## config.mk

```make
export PLATFORM = sky130hd
export DESIGN_NAME = fetch_controller
export DESIGN_NICKNAME = d
export VERILOG_FILES = /design/src/rtl/fetch_controller.sv
export SDC_FILE = /design/constraint.sdc
export NUM_CORES = 1
export LEC_CHECK = 0
export BUFFER_PORTS_ARGS = -buffer_cell sky130_fd_sc_hd__buf_2
export CAP_MARGIN = 20
export CELL_PAD_IN_SITES_DETAIL_PLACEMENT = 1
export CELL_PAD_IN_SITES_GLOBAL_PLACEMENT = 1
export CORE_UTILIZATION = 17
export CTS_CLUSTER_DIAMETER = 200
export DETAILED_ROUTE_END_ITERATION = 6
export PLACE_DENSITY = 0.8
export SYNTH_ARGS = -nofsm -noshare
export SYNTH_HDL_FRONTEND = slang
export SYNTH_SLANG_ARGS = --single-unit
```

## constraint.sdc

```tcl
create_clock -name CLK -period 1.4 [get_ports CLK]
set_input_delay 0.28 -clock CLK [delete_from_list [all_inputs] [get_ports CLK]]
set_output_delay 0.28 -clock CLK [all_outputs]
set_load 0.02 [all_outputs]
```

## src/rtl/fetch_controller.sv

```systemverilog
// PC sequencer and single-port instruction memory arbiter (fetch vs loader).
// Optional fetch counter enabled by defining FETCH_CTRL_PERF_EN.
module fetch_controller #(
  parameter int PC_W    = 8,
  parameter int INSTR_W = 24
) (
  input  logic               CLK,
  input  logic               reset_n,
  input  logic [PC_W-1:0]    immediate,
  input  logic               PCSrc,
  input  logic               stall,
  input  logic               halt_req,
  input  logic               start,
  input  logic               ld_valid,
  input  logic [PC_W-1:0]    ld_addr,
  input  logic [INSTR_W-1:0] ld_data,
  output logic               ld_ready,
  output logic [PC_W-1:0]    mem_addr,
  output logic               mem_we,
  output logic [INSTR_W-1:0] mem_wdata,
  input  logic [INSTR_W-1:0] mem_rdata,
  output logic [PC_W-1:0]    PC,
  output logic [INSTR_W-1:0] Instr,
  output logic               instr_valid,
  output logic [1:0]         state
`ifdef FETCH_CTRL_PERF_EN
  ,
  output logic [15:0]        fetch_count
`endif
);

  typedef enum logic [1:0] {
    BOOT = 2'd0,
    RUN  = 2'd1,
    HALT = 2'd2
  } state_t;

  state_t          state_q, state_d;
  logic [PC_W-1:0] pc_q, pc_d;

  always_ff @(posedge CLK or negedge reset_n) begin
    if (!reset_n) begin
      state_q <= BOOT;
      pc_q    <= '0;
    end else begin
      state_q <= state_d;
      pc_q    <= pc_d;
    end
  end

  always_comb begin
    state_d     = state_q;
    pc_d        = pc_q;
    ld_ready    = 1'b0;
    mem_we      = 1'b0;
    mem_addr    = ld_addr;
    Instr       = '0;
    instr_valid = 1'b0;
    case (state_q)
      BOOT, HALT: begin
        ld_ready = 1'b1;
        // write must vanish the instant reset is asserted
        mem_we   = ld_valid & reset_n;
        if (start) begin
          state_d = RUN;
          if (state_q == BOOT) pc_d = '0;
        end
      end
      RUN: begin
        mem_addr    = pc_q;
        Instr       = mem_rdata;
        instr_valid = !stall;
        if (halt_req) begin
          state_d = HALT;
        end else if (stall) begin
          pc_d = pc_q;
        end else if (PCSrc) begin
          pc_d = immediate;
        end else begin
          pc_d = pc_q + 1'b1;
        end
      end
      default: state_d = BOOT;
    endcase
  end

  assign mem_wdata = ld_data;
  assign PC        = pc_q;
  assign state     = state_q;

`ifdef FETCH_CTRL_PERF_EN
  logic [15:0] fcnt_q, fcnt_d;

  always_ff @(posedge CLK or negedge reset_n) begin
    if (!reset_n) fcnt_q <= '0;
    else          fcnt_q <= fcnt_d;
  end

  always_comb begin
    fcnt_d = fcnt_q;
    if (state_q == BOOT && start)
      fcnt_d = '0;
    else if (instr_valid && fcnt_q != 16'hFFFF)
      fcnt_d = fcnt_q + 16'd1;
  end

  assign fetch_count = fcnt_q;
`endif

endmodule
```

==> results.sh, run 1 <==
export IMPL_run_status="finished, violations left"
export IMPL_violations="hold timing, setup timing"
export IMPL_h_tree_depth=1
export IMPL_grt_usage_pct=12.3
export IMPL_dp_cells=299
export IMPL_drt_iter0_markers=43
export IMPL_syn_area_um2=1050
export IMPL_synth_seq_cells=10
export IMPL_slew_headroom_pct=73.8
export IMPL_grt_ovfl_total=0
export IMPL_synth_nets=217
export IMPL_cp_required_ns=1.55
export IMPL_place_gp_congestion=0.759
export IMPL_hold_slack_ns=-0.00827
export IMPL_fillers=719
export IMPL_ys_seq_area_share_pct=23.8
export IMPL_ir_worst_vdd_mv=0.373
export IMPL_vias_per_cell=4.34
export IMPL_hold_class="in2async"
export IMPL_cap_violations=0
export IMPL_synth_cells=145
export IMPL_finalMaxSlewViolations=0
export IMPL_diodes=0
export IMPL_vias=1355
export IMPL_reg2reg_slack_ns=-0.28
export IMPL_clock_root_buffer="clkbuf_8"
export IMPL_grt_max_degree=34
export IMPL_clockBufferDepth=2
export IMPL_grt_pass1_vias=1305
export IMPL_cts_tree="built"
export IMPL_wl_per_cell_um=14.4
export IMPL_clock_fmax_ghz=0.597
export IMPL_die_h_um=80.7
export IMPL_start_util_pct=17.7
export IMPL_p_leak_nw=1.06
export IMPL_fp_coreArea_um2=5960
export IMPL_timing_final_ws_setup_ns=-0.276
export IMPL_routed_wl_um=4500
export IMPL_placementRows=28
export IMPL_dieWidth_um=80.7
export IMPL_cts_made_buffers=3
export IMPL_drive_gt1_share_pct=76.4
export IMPL_startpoint_type="flip-flop"
export IMPL_cpMaxStageDelayCell="or4b_4"
export IMPL_post_route_period_util_pct=120
export IMPL_drt_first_pass_iters=4
export IMPL_critPathMaxStageDelay_ns=0.55
export IMPL_final_common_cell="buf_2"
export IMPL_final_cell_count_no_fill=312
export IMPL_finalCriticalPeriod_ns=1.68
export IMPL_cp_arrival_ns=1.83
export IMPL_worstSetupPathType="reg2reg"
export IMPL_register_area_um2=254
export IMPL_clk_pin_slew_ns=0.05
export IMPL_end_kind="flip-flop"
export IMPL_avgSynthCellArea_um2=7.27
export IMPL_dpl_instance_area_um2=1620
export IMPL_dp_hpwl_um=3170
export IMPL_clk_latency_ns=0.24
export IMPL_area_growth_synth_to_final_pct=94.7
export IMPL_hold_viol=6
export IMPL_crit_family="simple AND/OR/NAND/NOR gates"
export IMPL_cts_sinks=10
export IMPL_yosysWarnings=0
export IMPL_dpl_worst_slack_ns=-0.136
export IMPL_grt_pass1_wl_um=6240
export IMPL_crit_top_cell="o21ai_1"
export IMPL_path_buf_inv=1
export IMPL_num_io_pins=140
export IMPL_io_buffers=91
export IMPL_setup_viol=41
export IMPL_tightest_slew_ns=0.393
export IMPL_antenna_left=0
export IMPL_grt_antenna_before_repair=0
export IMPL_critPathMaxFanout=8
export IMPL_clock_skew_ns=0.00885
export IMPL_crit_chain="buf_4 -> or4b_4 -> a311oi_1 -> o21ai_1 -> o21ai_1"
export IMPL_nNetsFinal=310
export IMPL_postLayoutCellArea_um2=2050
export IMPL_yosys_cell_types_count=30
export IMPL_rsz0062_at_grt="yes"
export IMPL_final_cell_mix="buf_2 (58), buf_6 (35), buf_4 (24)"
export IMPL_powerDensity_nw_per_um2=1160
export IMPL_drc=0
export IMPL_multi_input_area_um2=732
export IMPL_die_area_um2=6520
## metal layers
layer | track usage [%] | routed length, µm | up-vias
li1 | - | - | 649
met1 | 13.9 | 1710 | 664
met2 | 23.2 | 2550 | 34
met3 | 1.82 | 183 | 8
met4 | 3.93 | 57 | 0
met5 | 0 | 0 | -
## Yosys cell counts
| master | count | share of area [%] |
|---|---|---|
| dfrtp_1 | 10 | 24 |
| o21a_2 | 1 | 0.83 |
| nor3b_1 | 1 | 0.71 |
| o21ai_0 | 8 | 3.8 |
| ha_1 | 1 | 1.2 |
| o21ai_1 | 4 | 1.9 |
| nor3_2 | 2 | 1.9 |
| buf_6 | 1 | 1.1 |
| o31ai_2 | 1 | 1.2 |
| nand3_1 | 2 | 0.95 |
| a22oi_1 | 2 | 1.4 |
| clkbuf_1 | 7 | 2.5 |
| inv_1 | 1 | 0.36 |
| a31o_2 | 1 | 0.83 |
| o31ai_1 | 1 | 0.71 |
| nand2b_1 | 2 | 1.2 |
| a311oi_1 | 2 | 1.7 |
| a22o_1 | 1 | 0.83 |
| and3_1 | 4 | 2.4 |
| o31a_1 | 2 | 1.7 |
| mux2i_1 | 1 | 0.95 |
| or4b_4 | 1 | 1.3 |
| nand4_1 | 1 | 0.59 |
| buf_4 | 24 | 17 |
| nor2_1 | 6 | 2.1 |
| nor3_1 | 1 | 0.47 |
| and2_1 | 24 | 14 |
| a21oi_1 | 3 | 1.4 |
| nor2b_1 | 1 | 0.59 |
| nand2_1 | 29 | 10 |
## metrics by stage
step / hold slack, ns / utilization [%] / total power (W) / setup TNS [ns]
2_1_floorplan: -0.0156 / - / 0.00118 / -0.299
3_3_place_gp: 0.259 / 27.2 / 0.00154 / -0.824
3_5_place_dp: 0.251 / 27.2 / 0.00157 / -1.13
4_1_cts: 0.000106 / 30.7 / 0.00213 / -8.46
5_1_grt: 0.00857 / 34.4 / 0.00253 / -10.04
6_report: -0.00827 / 34.4 / 0.00239 / -7.74
## worst paths after layout
| check | startpoint | cells past startpoint | end |
|---|---|---|---|
| worst max-delay path | state[1] | 5 | PC[6] |
| worst min-delay path | reset_n | 2 | PC[2] |
| worst max register to register | state[1] | 5 | PC[6] |
| worst min register to register | PC[1] | 3 | PC[1] |
| max in group asynchronous | reset_n | 2 | PC[0] |
| min in group CLK | halt_req | 3 | state[0] |
## state kept, by name, indices dropped and copies added (netlist names)
signal  flops
PC          8
state       2
## power breakdown
group	internal, W	total (W)	switching [W]
registers	0.000344	0.000400	0.0000554
logic	0.000820	0.00162	0.000802
clock network	0.000248	0.000364	0.000117
total	0.00141	0.00239	0.000974
## worst reg2reg max path: cells and delay by family (launching register included)
kind | cells | cell delay, ns
AND/OR/NAND/NOR | 1 | 0.55
flip-flops | 1 | 0.43
AO/OA/AOI/OAI | 3 | 0.46
buffers and inverters | 1 | 0.15
## kinds of logic (layout without fill, tap and decap cells)
kind of cell    Yosys count  in the layout  synth area share, %
simple gates             74             74                 36.8
buf+inv                  33            124                 21.0
compound gates           26             27                 16.3
flops                    10             10                 23.8
fa+ha+maj                 1              1                 1.19
mux                       1              1                0.950
## what timing repair did
item / in CTS / in global routing
cloned: 1 / 3
gates resized for setup: 41 / 54
setup endpoints to repair: 41 / 41
buffers inserted: 3 / 2
pin swaps: 0 / 7
hold buffers: 0 / 0
## area by class of cell
class / count / share of cell area [%]
repair buffers: 119 / 44.4
well taps: 75 / 4.58
clock buffers: 4 / 2.68
inverters: 1 / 0.305
multi-input cells: 103 / 35.7
flip-flops and latches: 10 / 12.4
No activity file was read; power rests on OpenSTA's default activity.
==> inputs of run 2 (changes only) <==
--- a/config.mk
+++ b/config.mk
@@ -10,6 +10,7 @@
 export CELL_PAD_IN_SITES_DETAIL_PLACEMENT = 1
 export CELL_PAD_IN_SITES_GLOBAL_PLACEMENT = 1
 export CORE_UTILIZATION = 17
+export CTS_BUF_LIST = sky130_fd_sc_hd__clkbuf_16
 export CTS_CLUSTER_DIAMETER = 200
 export DETAILED_ROUTE_END_ITERATION = 6
 export PLACE_DENSITY = 0.8
==> results.sh, run 2 (same netlist as run 1, synthesis figures left out) <==
export IMPL_run_status="finished, violations left"
export IMPL_violations="hold timing, setup timing"
export IMPL_grt_ovfl_total=0
export IMPL_power_w=0.00233
export IMPL_cts_made_buffers=3
export IMPL_area_growth_synth_to_final_pct=81.5
export IMPL_timing_final_ws_setup_ns=-0.243
export IMPL_worstSetupPathType="reg2reg"
export IMPL_routed_wl_um=4220
export IMPL_wl_per_cell_um=13.7
export IMPL_critPathMaxFanout=8
export IMPL_clock_fmax_ghz=0.609
export IMPL_vias=1314
export IMPL_grt_usage_pct=12.5
export IMPL_reg2reg_from="state[1]"
export IMPL_hold_class="in2async"
export IMPL_startpoint="state[1]"
export IMPL_cp_arrival_ns=1.80
export IMPL_powerDensity_nw_per_um2=1220
export IMPL_h_tree_depth=1
export IMPL_num_io_pins=140
export IMPL_antenna_left=0
export IMPL_place_gp_congestion=0.759
export IMPL_diodes=0
export IMPL_drive_gt1_share_pct=75.2
export IMPL_drt_first_pass_iters=4
export IMPL_placementRows=28
export IMPL_hold_viol=10
export IMPL_finalMaxSlewViolations=0
export IMPL_finalCriticalPeriod_ns=1.64
export IMPL_clock_skew_ns=0.00324
export IMPL_grt_antenna_before_repair=0
export IMPL_clk_pin_slew_ns=0.04
export IMPL_startpoint_type="flip-flop"
export IMPL_rsz0062_at_grt="yes"
export IMPL_p_leak_nw=1.02
export IMPL_dp_cells=299
export IMPL_die_h_um=80.7
export IMPL_postLayoutCellArea_um2=1910
export IMPL_dp_hpwl_um=3170
export IMPL_multi_input_area_um2=702
export IMPL_vias_per_cell=4.25
export IMPL_tightest_slew_ns=0.373
export IMPL_final_common_cell="buf_2"
export IMPL_setup_viol=41
export IMPL_cts_hold_buf=0
export IMPL_post_route_period_util_pct=117
export IMPL_clock_root_buffer="clkbuf_16"
export IMPL_drc=0
export IMPL_largest_register_ffs=8
export IMPL_grt_pass1_vias=1314
export IMPL_fp_coreArea_um2=5960
export IMPL_register_area_um2=254
export IMPL_grt_pass1_wl_um=6300
export IMPL_drt_iter0_markers=42
export IMPL_ir_worst_vdd_mv=0.334
export IMPL_grt_max_degree=34
export IMPL_finalSetupTns_ns=-8.66
export IMPL_reg2reg_slack_ns=-0.24
export IMPL_die_area_um2=6520
export IMPL_start_util_pct=17.7
export IMPL_dieWidth_um=80.7
export IMPL_clk_latency_ns=0.24
export IMPL_io_buffers=91
export IMPL_cts_sinks=10
export IMPL_clockBufferDepth=2
export IMPL_cp_required_ns=1.56
export IMPL_final_cell_count_no_fill=309
export IMPL_end_kind="flip-flop"
export IMPL_final_cell_mix="buf_2 (70), buf_4 (26), and2_2 (22)"
export IMPL_cap_violations=0
export IMPL_cts_tree="built"
export IMPL_dpl_instance_area_um2=1620
export IMPL_slew_headroom_pct=75.1
export IMPL_nNetsFinal=307
export IMPL_hold_slack_ns=-0.00909
export IMPL_fillers=729
[run 2: cell count changes in the layout (fill, tap and decap cells not counted), moves of 2 or more]
cell       before  now
buf_6          35   19
buf_2          58   70
and2_4         11    0
and2_2         13   22
clkbuf_8        4    0
and2_1          0    2
buf_4          24   26
clkbuf_16       1    3
o21ai_1        10    8
[run 2: report_power, final]
group | leakage [nW] | switching, W | internal [W]
Sequential | 0.130 | 0.0000563 | 0.000345
Clock | 0.0385 | 0.000132 | 0.000374
Combinational | 0.849 | 0.000752 | 0.000671
[run 2: routing by layer]
metal  up-vias  global-route usage, %  share of wire [%]
met4         0                   3.57                1.3
met5         -                      0                  0
met3        10                   1.93                4.2
li1        638                      -                  -
met2        32                   24.2                 56
met1       634                   14.0                 39
[run 2: final timing paths]
| kind | to | cells after the start |
|---|---|---|
| min in group CLK | state[0] | 3 |
| max | PC[4] | 6 |
| max in group asynchronous | PC[0] | 2 |
| max reg2reg | PC[4] | 6 |
| min reg2reg | PC[7] | 2 |
| min | PC[2] | 2 |
[run 2: what timing repair did]
action | CTS | global route
resized for setup | 40 | 14
gates cloned | 2 | 0
pin swaps | 2 | 7
setup buffers | 3 | 1
endpoints found under the setup margin | 41 | 41
[run 2: area by class of cell]
type	count	share of cell area, %
repair buffers	116	40.8
clock inverters	1	0.196
multi-input cells	103	36.7
inverters	1	0.196
flip-flops and latches	10	13.3
clock buffers	3	3.93
well taps	75	4.91
[run 2: through the flow]
stage | util [%] | worst slack [ns] | hold slack, ns
2_1_floorplan | - | -0.0574 | -0.0156
3_3_place_gp | 27.2 | -0.0987 | 0.259
3_5_place_dp | 27.2 | -0.136 | 0.251
4_1_cts | 31.3 | -0.222 | 0.00476
5_1_grt | 32.1 | -0.324 | 0.0158
6_report | 32.1 | -0.243 | -0.00909
[run 2: worst max-delay path, stage by stage, from the launching register on]
cell and delay (ns):
dfrtp_2 0.43, buf_6 0.13, or4b_4 0.55, buf_4 0.17, nor3_2 0.11, o21ai_1 0.09, o21ai_1 0.09
==> inputs of run 3 (changes only) <==
--- a/config.mk
+++ b/config.mk
@@ -9,6 +9,7 @@
 export CAP_MARGIN = 20
 export CELL_PAD_IN_SITES_DETAIL_PLACEMENT = 1
 export CELL_PAD_IN_SITES_GLOBAL_PLACEMENT = 1
+export CORE_MARGIN = 2
 export CORE_UTILIZATION = 17
 export CTS_BUF_LIST = sky130_fd_sc_hd__clkbuf_16
 export CTS_CLUSTER_DIAMETER = 200
==> results.sh, run 3 (same netlist as run 1, synthesis figures left out) <==
export IMPL_vias=1318
export IMPL_grt_usage_pct=12.7
export IMPL_tightest_slew_ns=0.450
export IMPL_finalMaxSlewViolations=0
export IMPL_vias_per_cell=4.28
export IMPL_reg2reg_from="state[1]"
export IMPL_cpMaxStageDelayCell="or4b_4"
export IMPL_clk_pin_slew_ns=0.04
export IMPL_die_h_um=82.7
export IMPL_worstSetupPathType="reg2reg"
export IMPL_routed_wl_um=4390
export IMPL_wl_per_cell_um=14.3
export IMPL_grt_pass1_wl_um=6570
export IMPL_clock_root_buffer="clkbuf_16"
export IMPL_grt_ovfl_total=0
export IMPL_rsz0062_at_grt="yes"
export IMPL_nNetsFinal=306
export IMPL_grt_use_met3_pct=1.96
export IMPL_final_common_cell="buf_2"
export IMPL_grt_max_degree=28
export IMPL_path_buf_inv=2
export IMPL_post_route_period_util_pct=118
export IMPL_hold_viol=0
export IMPL_h_tree_depth=1
export IMPL_critPathMaxStageDelay_ns=0.56
export IMPL_startpoint_type="flip-flop"
export IMPL_dpl_worst_slack_ns=-0.110
export IMPL_end_kind="flip-flop"
export IMPL_final_cell_count_no_fill=308
export IMPL_cp_num_cells=4
export IMPL_cp_required_ns=1.55
export IMPL_io_buffers=91
export IMPL_crit_family="simple AND/OR/NAND/NOR gates"
export IMPL_cap_violations=0
export IMPL_diodes=0
export IMPL_critPathMaxFanout=8
export IMPL_final_cell_mix="buf_2 (84), and2_2 (22), buf_4 (17)"
export IMPL_cp_arrival_ns=1.79
export IMPL_drt_first_pass_iters=4
export IMPL_cts_sinks=10
export IMPL_clockBufferDepth=2
export IMPL_cts_tree="built"
export IMPL_powerDensity_nw_per_um2=1240
export IMPL_finalCriticalPeriod_ns=1.65
export IMPL_dp_hpwl_um=3400
export IMPL_run_status="finished, violations left"
export IMPL_grt_pass1_vias=1313
export IMPL_antenna_left=0
export IMPL_finalSetupTns_ns=-7.98
export IMPL_drive_gt1_share_pct=73.4
export IMPL_fp_coreArea_um2=5960
export IMPL_p_leak_nw=1.00
export IMPL_grt_antenna_before_repair=0
export IMPL_num_io_pins=140
export IMPL_clk_latency_ns=0.24
export IMPL_largest_register_ffs=8
export IMPL_place_gp_congestion=0.865
export IMPL_timing_final_ws_setup_ns=-0.245
export IMPL_placementRows=28
export IMPL_startpoint="state[1]"
export IMPL_drt_iter0_markers=30
export IMPL_slew_headroom_pct=70.0
export IMPL_use_met1_pct=15.1
export IMPL_area_growth_synth_to_final_pct=75.7
export IMPL_clock_fmax_ghz=0.608
export IMPL_reg2regPathDepth=4
export IMPL_crit_top_cell="buf_4"
export IMPL_use_met2_pct=23.3
export IMPL_ir_worst_vdd_mv=0.377
export IMPL_clock_skew_ns=0.00229
export IMPL_violations="setup timing"
export IMPL_setup_viol=41
export IMPL_dp_cells=298
export IMPL_cts_made_buffers=3
export IMPL_crit_chain="buf_4 -> or4b_4 -> buf_4 -> o31ai_2"
export IMPL_dieWidth_um=82.7
export IMPL_hold_class="in2async"
export IMPL_grt_busiest_layer="met2"
export IMPL_die_area_um2=6840
export IMPL_cts_hold_buf=0
export IMPL_drc=0
export IMPL_start_util_pct=17.7
run 3: cell types whose count changed in the layout (fill, tap and decap cells not counted), moves of 3 or more:
cell     delta
buf_4       -9
buf_6       -6
buf_2      +14
nand2_1     +3
nand2_2     -3
run 3: path summary, 6_finish.rpt:
check / endpoint / slack, ns
max in group asynchronous: state[0] / 1.23
min in group CLK: state[0] / 0.28
setup reg to reg: PC[7] / -0.25
hold / removal: PC[0] / 0.003
setup / recovery: PC[7] / -0.25
hold reg to reg: PC[2] / 0.60
run 3: what timing repair did:
action | CTS | global route
pin swaps | 6 | 1
gates resized for setup | 23 | 9
endpoints found under the setup margin | 41 | 41
setup buffers | 4 | 0
cloned | 2 | 0
run 3: final cells by class:
class / count / area [µm²]
Multi-Input combinational cell: 103 / 706
Sequential cell: 10 / 254
Timing Repair Buffer: 115 / 714
Fill cell: 734 / 4110
Clock inverter: 1 / 3.75
Clock buffer: 3 / 75.1
Tap cell: 75 / 93.8
Inverter: 1 / 3.75
run 3: per-layer routing:
metal | vias to the layer above | part of all wire [%]
met5 | - | 0
met1 | 622 | 40
met2 | 49 | 51
met3 | 7 | 7.0
li1 | 640 | -
met4 | 0 | 1.3
run 3: report_power, final:
part | internal, W | switching (W)
combinational | 0.000622 | 0.000747
clock | 0.000376 | 0.000153
sequential | 0.000345 | 0.0000551
run 3: per-stage QoR:
stage	utilization (%)	total power, W	area, µm²	hold slack, ns
after floorplan	-	0.00118	1130	-0.0156
after global placement	27.0	0.00155	1610	0.263
after detailed placement	27.0	0.00159	1610	0.263
after CTS	30.4	0.00228	1810	0.0109
after global routing	31.1	0.00244	1850	0.0172
final	31.1	0.00230	1850	0.00278
